--- src/rtl/dm_dbg_responder.sv ---
// Memory-side responder for the serial debug unit's data-memory port: one word
// access per strobe pulse, core stalled around it. Optional: DM_DBG_ACC_CNT_EN.
module dm_dbg_responder #(
  parameter int AW = 10,
  parameter int DW = 32
) (
  input  logic          clk,
  input  logic          rstn,
  input  logic [31:0]   dbg_addr,
  input  logic [DW-1:0] dbg_din,
  input  logic          dbg_we,
  input  logic          dbg_clk_ld,
  output logic [DW-1:0] dbg_dout,
  input  logic [AW-1:0] core_addr,
  input  logic [DW-1:0] core_wdata,
  input  logic          core_we,
  output logic [DW-1:0] core_rdata,
  output logic          core_stall,
  output logic [AW-1:0] mem_addr,
  output logic [DW-1:0] mem_wdata,
  output logic          mem_we,
  input  logic [DW-1:0] mem_rdata
`ifdef DM_DBG_ACC_CNT_EN
  ,
  output logic [15:0]   dbg_acc_cnt
`endif
);

  typedef enum logic [2:0] {IDLE, STALL, ACCESS, CAPTURE, HOLD} state_t;

  state_t        state;
  state_t        state_nxt;
  logic          sync1;
  logic          sync2;
  logic          sync3;
  logic [2:0]    ld_valid;
  logic          ld_rise;
  logic [31:0]   lat_addr;
  logic [DW-1:0] lat_din;
  logic          lat_we;
  logic          in_range;

  // ld_valid marks when sync3 holds a real post-reset sample, so a strobe
  // already high at reset release is never mistaken for a rising edge.
  assign ld_rise    = sync2 & ~sync3 & ld_valid[2];
  assign in_range   = (lat_addr[31:AW] == '0);
  assign core_rdata = mem_rdata;

  always_ff @(posedge clk or negedge rstn) begin
    if (!rstn) begin
      sync1    <= 1'b0;
      sync2    <= 1'b0;
      sync3    <= 1'b0;
      ld_valid <= 3'b000;
    end else begin
      sync1    <= dbg_clk_ld;
      sync2    <= sync1;
      sync3    <= sync2;
      ld_valid <= {ld_valid[1:0], 1'b1};
    end
  end

  always_ff @(posedge clk or negedge rstn) begin
    if (!rstn) begin
      lat_addr <= '0;
      lat_din  <= '0;
      lat_we   <= 1'b0;
    end else if (state == IDLE && ld_rise) begin
      lat_addr <= dbg_addr;
      lat_din  <= dbg_din;
      lat_we   <= dbg_we;
    end
  end

  // Stall is registered from the next state so it is glitch-free towards the core.
  always_ff @(posedge clk or negedge rstn) begin
    if (!rstn) begin
      state      <= IDLE;
      core_stall <= 1'b0;
    end else begin
      state      <= state_nxt;
      core_stall <= (state_nxt == STALL) || (state_nxt == ACCESS) ||
                    (state_nxt == CAPTURE);
    end
  end

  always_ff @(posedge clk or negedge rstn) begin
    if (!rstn) begin
      dbg_dout <= '0;
    end else if (state == CAPTURE) begin
      dbg_dout <= in_range ? mem_rdata : '0;
    end
  end

  always_comb begin
    state_nxt = state;
    case (state)
      IDLE:    if (ld_rise) state_nxt = STALL;
      STALL:   state_nxt = ACCESS;
      ACCESS:  state_nxt = lat_we ? HOLD : CAPTURE;
      CAPTURE: state_nxt = HOLD;
      HOLD:    if (!sync2) state_nxt = IDLE;
      default: state_nxt = IDLE;
    endcase
  end

  // The core owns the port except during the single debug ACCESS cycle.
  always_comb begin
    mem_addr  = core_addr;
    mem_wdata = core_wdata;
    mem_we    = core_we;
    if (state == ACCESS) begin
      mem_addr  = lat_addr[AW-1:0];
      mem_wdata = lat_din;
      mem_we    = lat_we & in_range;
    end
  end

`ifdef DM_DBG_ACC_CNT_EN
  always_ff @(posedge clk or negedge rstn) begin
    if (!rstn) begin
      dbg_acc_cnt <= '0;
    end else if (state == ACCESS) begin
      dbg_acc_cnt <= dbg_acc_cnt + 16'd1;
    end
  end
`endif

endmodule

--- config.mk ---
export PLATFORM = sky130hd
export DESIGN_NAME = dm_dbg_responder
export DESIGN_NICKNAME = d
export VERILOG_FILES = /design/src/rtl/dm_dbg_responder.sv
export SDC_FILE = /design/constraint.sdc
export NUM_CORES = 1
export LEC_CHECK = 0
export CORE_MARGIN = 2
export CORE_UTILIZATION = 40
export CTS_CLUSTER_SIZE = 40
export DETAILED_ROUTE_END_ITERATION = 6
export PLACE_DENSITY = 0.8
export SLEW_MARGIN = 40
export SYNTH_ARGS = -nofsm -noshare
export SYNTH_HDL_FRONTEND = slang
export SYNTH_SLANG_ARGS = --single-unit
export TNS_END_PERCENT = 5
--- constraint.sdc ---
create_clock -name clk -period 4.3 [get_ports clk]
set_clock_uncertainty 0.05 [all_clocks]
set_input_delay 0.43 -clock clk [delete_from_list [all_inputs] [get_ports clk]]
set_output_delay 0.43 -clock clk [all_outputs]
set_load 0.01 [all_outputs]
==> impl_results.md, run 1 <==
* Die width at around 120 µm
* Synth Area in Compound Gates at 3.64%
* Peak Freq at ~350 MHz
* Worst setup EP type: output port
* Tcrit/Tclk final at between 60% and 70%
* Synthesized flop and latch total at 107
* Max_slew headroom at approximately 56%
* Synth unique cells at 23
* EDFF count, synth at 0
* Top-count cell post-synth: nand2_1
* Largest net degree at the start of global routing at a little over 70
* Synth Area in Adders at 0%
* Post-synthesis simple-gate area fraction at 18.4%
* Share of layout cells above drive strength 1 at 13.7%
* Internal power at 3.06 mW
* Resized cells post-CTS at 0
* Setup_tns at 0 ns
* Antenna-violating nets left at 0
* Post-CTS Hold Buffers at 0
* H-tree levels at 3
* Comb power frac at between 40% and 50%
* Dpl hpwl at 10,000 µm
* Setup slack after layout at 1.41 ns
* All-Layer GR Usage at around a fifth
* Tmin final at between 2 and 3 ns
* Max Transition Viols Final at 0
* Status: completed
* Post-CTS Setup Bufs at 0
* Skew-Pair Late Insertion Delay at approximately 0.33 ns
* Synth area leader: dfrtp_1
* Mapped Nets at 628
* CP Data Required Time at 3.82 ns
* Critical-path top delay cell: or3b_2
* Core Region at 12,500 µm²
* Post-synth ARST share at 100%
* RSZ-0062 raised after global routing: no
* Critical path's largest stage delay at roughly 0.72 ns
* Starting Density at approximately two fifths
* Placed cell areas at around 7500 µm²
* CTS root buf: clkbuf_16
* Cells after synthesis at between 400 and 500
* Worst EP arrival at between 2 and 2.5 ns
* Largest cells by area after synthesis: dfrtp_1 53%, nand2_1 12%, mux2_4 8.3%
* Leak at 3.42 nW
* Pre-Repair DR Iteration Count at 4
* WL final at 13,400 µm
* Vias/cell at around 4.9
* Most frequent cells after synthesis: 160 x nand2_1, 107 x dfrtp_1, 37 x mux2_2
* Row count at 41
* Multiplexer share of the synthesized area at between 10% and 20%
* CTS buffer count at 9
* Residual DRC count at 0
* Critical Path Most Common Cell: nand2_1
* Net count reported at finish at between 800 and 900
* Drt initial violations at about 210
* Crit path launch type: flop
* Yosys warnings at 0
* Vias in the first global route at around 4,300
* Die height at 116 µm
* CP cell instances: or3b_2 -> buf_16 -> nand2_1 -> nand2_1 -> clkdlybuf4s50_1
* Clock share of power at between 15 and 20%
* CP top delay family: simple AND/OR/NAND/NOR gates
* Seq pwr share at roughly 40%
* Dpl ws at 1.78 ns
* Maximum buffer depth of the clock tree at 2
* XOR/XNOR share of the synthesized area at 0%
* Net Sw Frac at between 30% and 40%
* Hold Fails Final Rpt at 0
* Placer congestion estimate at between 0.7 and 0.8
* CTS tree: built
* Post-route cell area at 7780 µm²
* Area growth, synth to finish at 54.2%
* CP max FO at 31
* Vias at about 4,200
* Seq/Total Area, Yosys at between 50% and 60%
* WL per Instance at about 15 µm
* GR Overflow Total at 0
* Sw Pwr at 1.41 mW
* Max cap viols at 0
* Reg clk slew, reported paths at 0.07 ns
* Number of diodes at 0
* I/O Buffers at between 200 and 300
* Predominant post-synthesis flop cell: dfrtp_1
* IO Count at about 250
* First-pass GRT wire length at just over 20,000 µm
* Avg Cell Area, Syn at 10.4 µm²
* Hold Path Class: in -> async
* Power per Cell Area at about 570 nW/µm²
* Combinational family with the most area after synthesis: simple AND/OR/NAND/NOR gates
* Sink Count at roughly 110
* Die area at approximately 14,000 µm²
* Area of the mapped netlist at between 5000 and 6000 µm²
* Critical path buffers and inverters at 2
* Top cell type's share of synthesized area at around 53%
* Slew @ Worst Pin at 0.664 ns
* # setup viols final at 0
* Initial antenna violation count at 0
* Total power at roughly 4.5 mW
* Critical path type: reg -> out
* VDD IR max at ~0.29 mV
## path summary, 6_finish.rpt
path,end,from,slack [ns],cells past startpoint
min reg2reg,sync2,sync1,0.30,0
min,dbg_dout[29],rstn,0.06,1
max in group asynchronous,lat_addr[12],rstn,3.20,2
max,mem_wdata[12],state[2],1.41,5
max reg2reg,lat_din[18],state[0],2.13,4
min in group clk,sync2,sync1,0.30,0
## power groups by stage
stage               clock [mW]  combinational, mW  sequential (mW)
floorplan                    0              0.935             1.78
global route             0.876               2.04             1.84
CTS                      0.821               1.91             1.78
finish                   0.802               1.89             1.78
global placement             0               1.83             1.76
detailed placement           0               1.91             1.79
## per-layer routing
metal	up-vias	wire, µm	global-route usage, %
li1	2010	-	-
met5	-	0	0
met3	11	1060	4.46
met2	175	7030	35.0
met1	2045	5170	23.2
met4	0	131	5.48
## state kept, by name, summed over array words and instances, names as in the netlist
name and count:
dbg_dout 32, lat_addr 32, lat_din 32, ld_valid 3, state 3, core_stall 1
lat_we 1, sync1 1, sync2 1, sync3 1
## per-stage QoR
step	util, %	hold slack, ns	instances
floorplan	-	0.0844	485
global placement	59.5	0.283	847
detailed placement	60.1	0.285	851
CTS	62.5	0.0794	867
global route	62.5	0.105	867
finish	62.5	0.0640	867
## layout make-up
| type | count | area [µm²] |
|---|---|---|
| timing repair buffer | 259 | 2610 |
| clock inverter | 4 | 51.3 |
| fill | 1044 | 4680 |
| multi-input combinational | 313 | 1990 |
| tap | 172 | 215 |
| sequential | 107 | 2680 |
| clock buffer | 12 | 236 |
## kinds of logic (layout without fill, tap and decap cells)
group | Yosys count | after routing
and+or+nand+nor | 210 | 210
DFF | 107 | 107
muxes | 66 | 66
buffers and inverters | 65 | 275
AOI/OAI and AO/OA | 36 | 36
other | 1 | 1
## cell usage in the layout (no fill, tap or decap), drive strengths merged
cell and count:
nand3b 1, nor3b 2, clkinv 2, o21ai 35, nand4 34, conb 1, nand2b 1, and3b 1
buf 10, mux2i 1, nor2 4, nand2 160, clkinvlp 1, mux2 65, nor4 5, clkdlybuf4s50 249
dfrtp 107, nand3 1, clkbuf 12, or3b 1, bufinv 1, o221ai 1
(Power assumes the default switching activity.)
==> run 2, diff against run 1 <==
--- a/config.mk
+++ b/config.mk
@@ -6,10 +6,10 @@
 export NUM_CORES = 1
 export LEC_CHECK = 0
 export CORE_MARGIN = 2
-export CORE_UTILIZATION = 40
+export CORE_UTILIZATION = 37
 export CTS_CLUSTER_SIZE = 40
 export DETAILED_ROUTE_END_ITERATION = 6
-export PLACE_DENSITY = 0.8
+export PLACE_DENSITY = 0.78
 export SLEW_MARGIN = 40
 export SYNTH_ARGS = -nofsm -noshare
 export SYNTH_HDL_FRONTEND = slang
==> constraint.sdc (replaced) <==
create_clock -name clk -period 2.4 [get_ports clk]
set_clock_uncertainty 0.05 [all_clocks]
set_input_delay 0.24 -clock clk [delete_from_list [all_inputs] [get_ports clk]]
set_output_delay 0.24 -clock clk [all_outputs]
set_load 0.01 [all_outputs]
==> run 2 against run 1 <==
  * Register-to-register slack worse by 1.5 ns
  * First-iteration DRC count down 28%
  * Non-clock buffer count rose by 5
  * Worst setup slack lost 1.3 ns
  * Count of clock-buffer cells in the layout fell by 1
  * Cell count up 1.0%
  * Critical path type unchanged
==> impl_results.md, run 2 (same netlist as run 1, synthesis figures left out) <==
* H-tree levels at 3
* Hold Path Stages at 0
* Placer congestion estimate at between 0.8 and 0.9
* Die height at 121 µm
* Net count reported at finish at roughly 840
* R2R depth at 5
* I/O Buffers at 250
* CTS buffer count at 9
* All-Layer GR Usage at 18.4%
* Max Transition Viols Final at 0
* Most frequent cells in the layout: 227 x clkdlybuf4s50_1, 160 x nand2_1, 104 x dfrtp_1
* CP Data Required Time at approximately 2.1 ns
* Tcrit/Tclk final at between 90 and 100%
* Post-Route Utilization at between 50 and 60%
* Total power at roughly 8.3 mW
* Vias/cell at between 4 and 5
* Hold Fails Final Rpt at 0
* Peak Freq at ~430 MHz
* Antenna-violating nets left at 0
* Critical R2R Launch: state[0]
* Vias in the first global route at 4,338
* Critical Path Most Common Cell: nand2_1
* First-pass GRT wire length at about 21,000 µm
* Critical-path top delay cell: clkdlybuf4s50_1
* CP cell instances: or3b_4 -> buf_12 -> nand2_1 -> nand2_1 -> clkdlybuf4s50_1
* Die width at about 120 µm
* Row count at 42
* Slew @ Worst Pin at between 0.6 and 0.7 ns
* Hold slack at about 0.3 ns
* Max cap viols at 0
* Residual DRC count at 0
* WL per Instance at 15.2 µm
* Hold path endpoint: ld_valid[2]
* Fillers at ~1,100
* Critical path buffers and inverters at 2
* Area growth, synth to finish at 57.6%
* Crit path launch type: flop
* Clock share of power at 20.2%
* R2R Setup Slk at slightly below 0.6 ns
* Maximum buffer depth of the clock tree at 2
* Sink Count at roughly 110
* Commonest non-fill, non-tap cell in the layout: clkdlybuf4s50_1
* VDD IR max at between 0.4 and 0.5 mV
* Die area at approximately 15,000 µm²
* Share of layout cells above drive strength 1 at 14.9%
* FF-to-FF End: lat_addr[8]
* Leak at 3.67 nW
* Initial antenna violation count at 0
* Drt initial violations at around 150
* CP top delay family: buffers and inverters
* Core Region at roughly 13,000 µm²
* # setup viols final at 0
* Internal power at about 5.7 mW
* Starting Density at between 30% and 40%
* Pre-Repair DR Iteration Count at 4
* IO Count at about 250
* Net Sw Frac at between 30% and 40%
* Status: completed
* CP max FO at 43
* GR Overflow Total at 0
* Number of diodes at 0
* Hold Path Class: reg -> reg
* Reg clk slew, reported paths at roughly 0.07 ns
* Biggest regs: dbg_dout (32), lat_addr (32), lat_din (32)
* Critical path's largest stage delay at between 0.4 and 0.5 ns
* Sw Pwr at 2.54 mW
* Largest net degree at the start of global routing at 68
* Dpl hpwl at 10,100 µm
* Vias at 4,206
* Seq pwr share at between 30% and 40%
* Placed cell areas at roughly 7500 µm²
* WL final at approximately 13,000 µm
* CTS root buf: clkbuf_16
* Tmin final at approximately 2.3 ns
* Worst setup EP type: output port
* Comb power frac at 41.1%
* Worst hold start: ld_valid[1]
* CTS tree: built
* Post-route cell area at ~8000 µm²
* Power per Cell Area at 1040 nW/µm²
* Worst EP arrival at 2.05 ns
* Placed Cells incl. Taps at 857
* Critical path type: reg -> out
* Skew-Pair Late Insertion Delay at 0.34 ns
* Max_slew headroom at approximately three fifths
* Post-Layout Cell Count at 876
run 2: cell count changes in the layout (fill, tap and decap cells not counted), sizes merged:
| cell | previous run | this run |
|---|---|---|
| dlymetal6s2s | 0 | 21 |
| buf | 10 | 15 |
| clkinvlp | 1 | 0 |
| clkbuf | 12 | 11 |
| clkdlybuf4s50 | 249 | 227 |
| clkinv | 2 | 0 |
| dlygate4sd3 | 0 | 1 |
| inv | 0 | 2 |
| bufinv | 1 | 3 |
run 2: cell type report:
type | instances | area [µm²] | area share [%]
Clock buffer | 11 | 233 | 2.92
Timing Repair Buffer | 264 | 2710 | 34.0
Tap cell | 176 | 220 | 2.77
Sequential cell | 107 | 2680 | 33.7
Multi-Input combinational cell | 313 | 2010 | 25.2
Clock inverter | 5 | 108 | 1.35
run 2: per-layer routing:
layer,GRT usage (%),share of wire (%),vias up
met5,0,0,-
met1,21.6,39,2008
met2,33.4,53,175
li1,-,-,2011
met4,5.23,1.0,0
met3,4.20,7.1,12
run 2: how the worst max path moves through the flow:
stage | start | end | slack (ns) | cells after the start
floorplan | state[2] | mem_addr[0] | 0.71 | 6
global placement | lat_addr[22] | mem_we | 0.21 | 5
detailed placement | lat_addr[22] | mem_we | 0.16 | 5
CTS | state[2] | mem_wdata[16] | 0.04 | 5
global route | state[2] | mem_wdata[5] | -0.01 | 5
finish | state[2] | mem_wdata[9] | 0.06 | 5
run 2: power groups by stage:
stage	Combinational, mW	Sequential [mW]	Clock [mW]
floorplan	1.68	3.19	0
global placement	3.33	3.17	0
detailed placement	3.43	3.22	0
CTS	3.48	3.21	1.72
global route	3.67	3.32	1.80
finish	3.39	3.20	1.67
run 2: repair_timing:
| action | CTS | global route |
|---|---|---|
| setup endpoints to repair | 43 | 21 |
| pin swaps | 3 | 0 |
| endpoints found under the hold margin | 45 | 0 |
| hold buffers | 1 | 0 |
| buffers inserted | 2 | 0 |
| resized for setup | 8 | 21 |
run 2: through the flow:
stage / setup slack, ns / TNS, ns
3_3_place_gp: 0.208 / 0
5_1_grt: -0.0106 / -0.0195
3_5_place_dp: 0.156 / 0
6_report: 0.0611 / 0
4_1_cts: 0.0421 / 0
2_1_floorplan: 0.712 / 0
==> run 3, diff against run 2 <==
--- a/config.mk
+++ b/config.mk
@@ -7,7 +7,6 @@
 export LEC_CHECK = 0
 export CORE_MARGIN = 2
 export CORE_UTILIZATION = 37
-export CTS_CLUSTER_SIZE = 40
 export DETAILED_ROUTE_END_ITERATION = 6
 export PLACE_DENSITY = 0.78
 export SLEW_MARGIN = 40
==> results of run 3 <==
The final DEF is identical to that of run 2; final timing and power are the same.
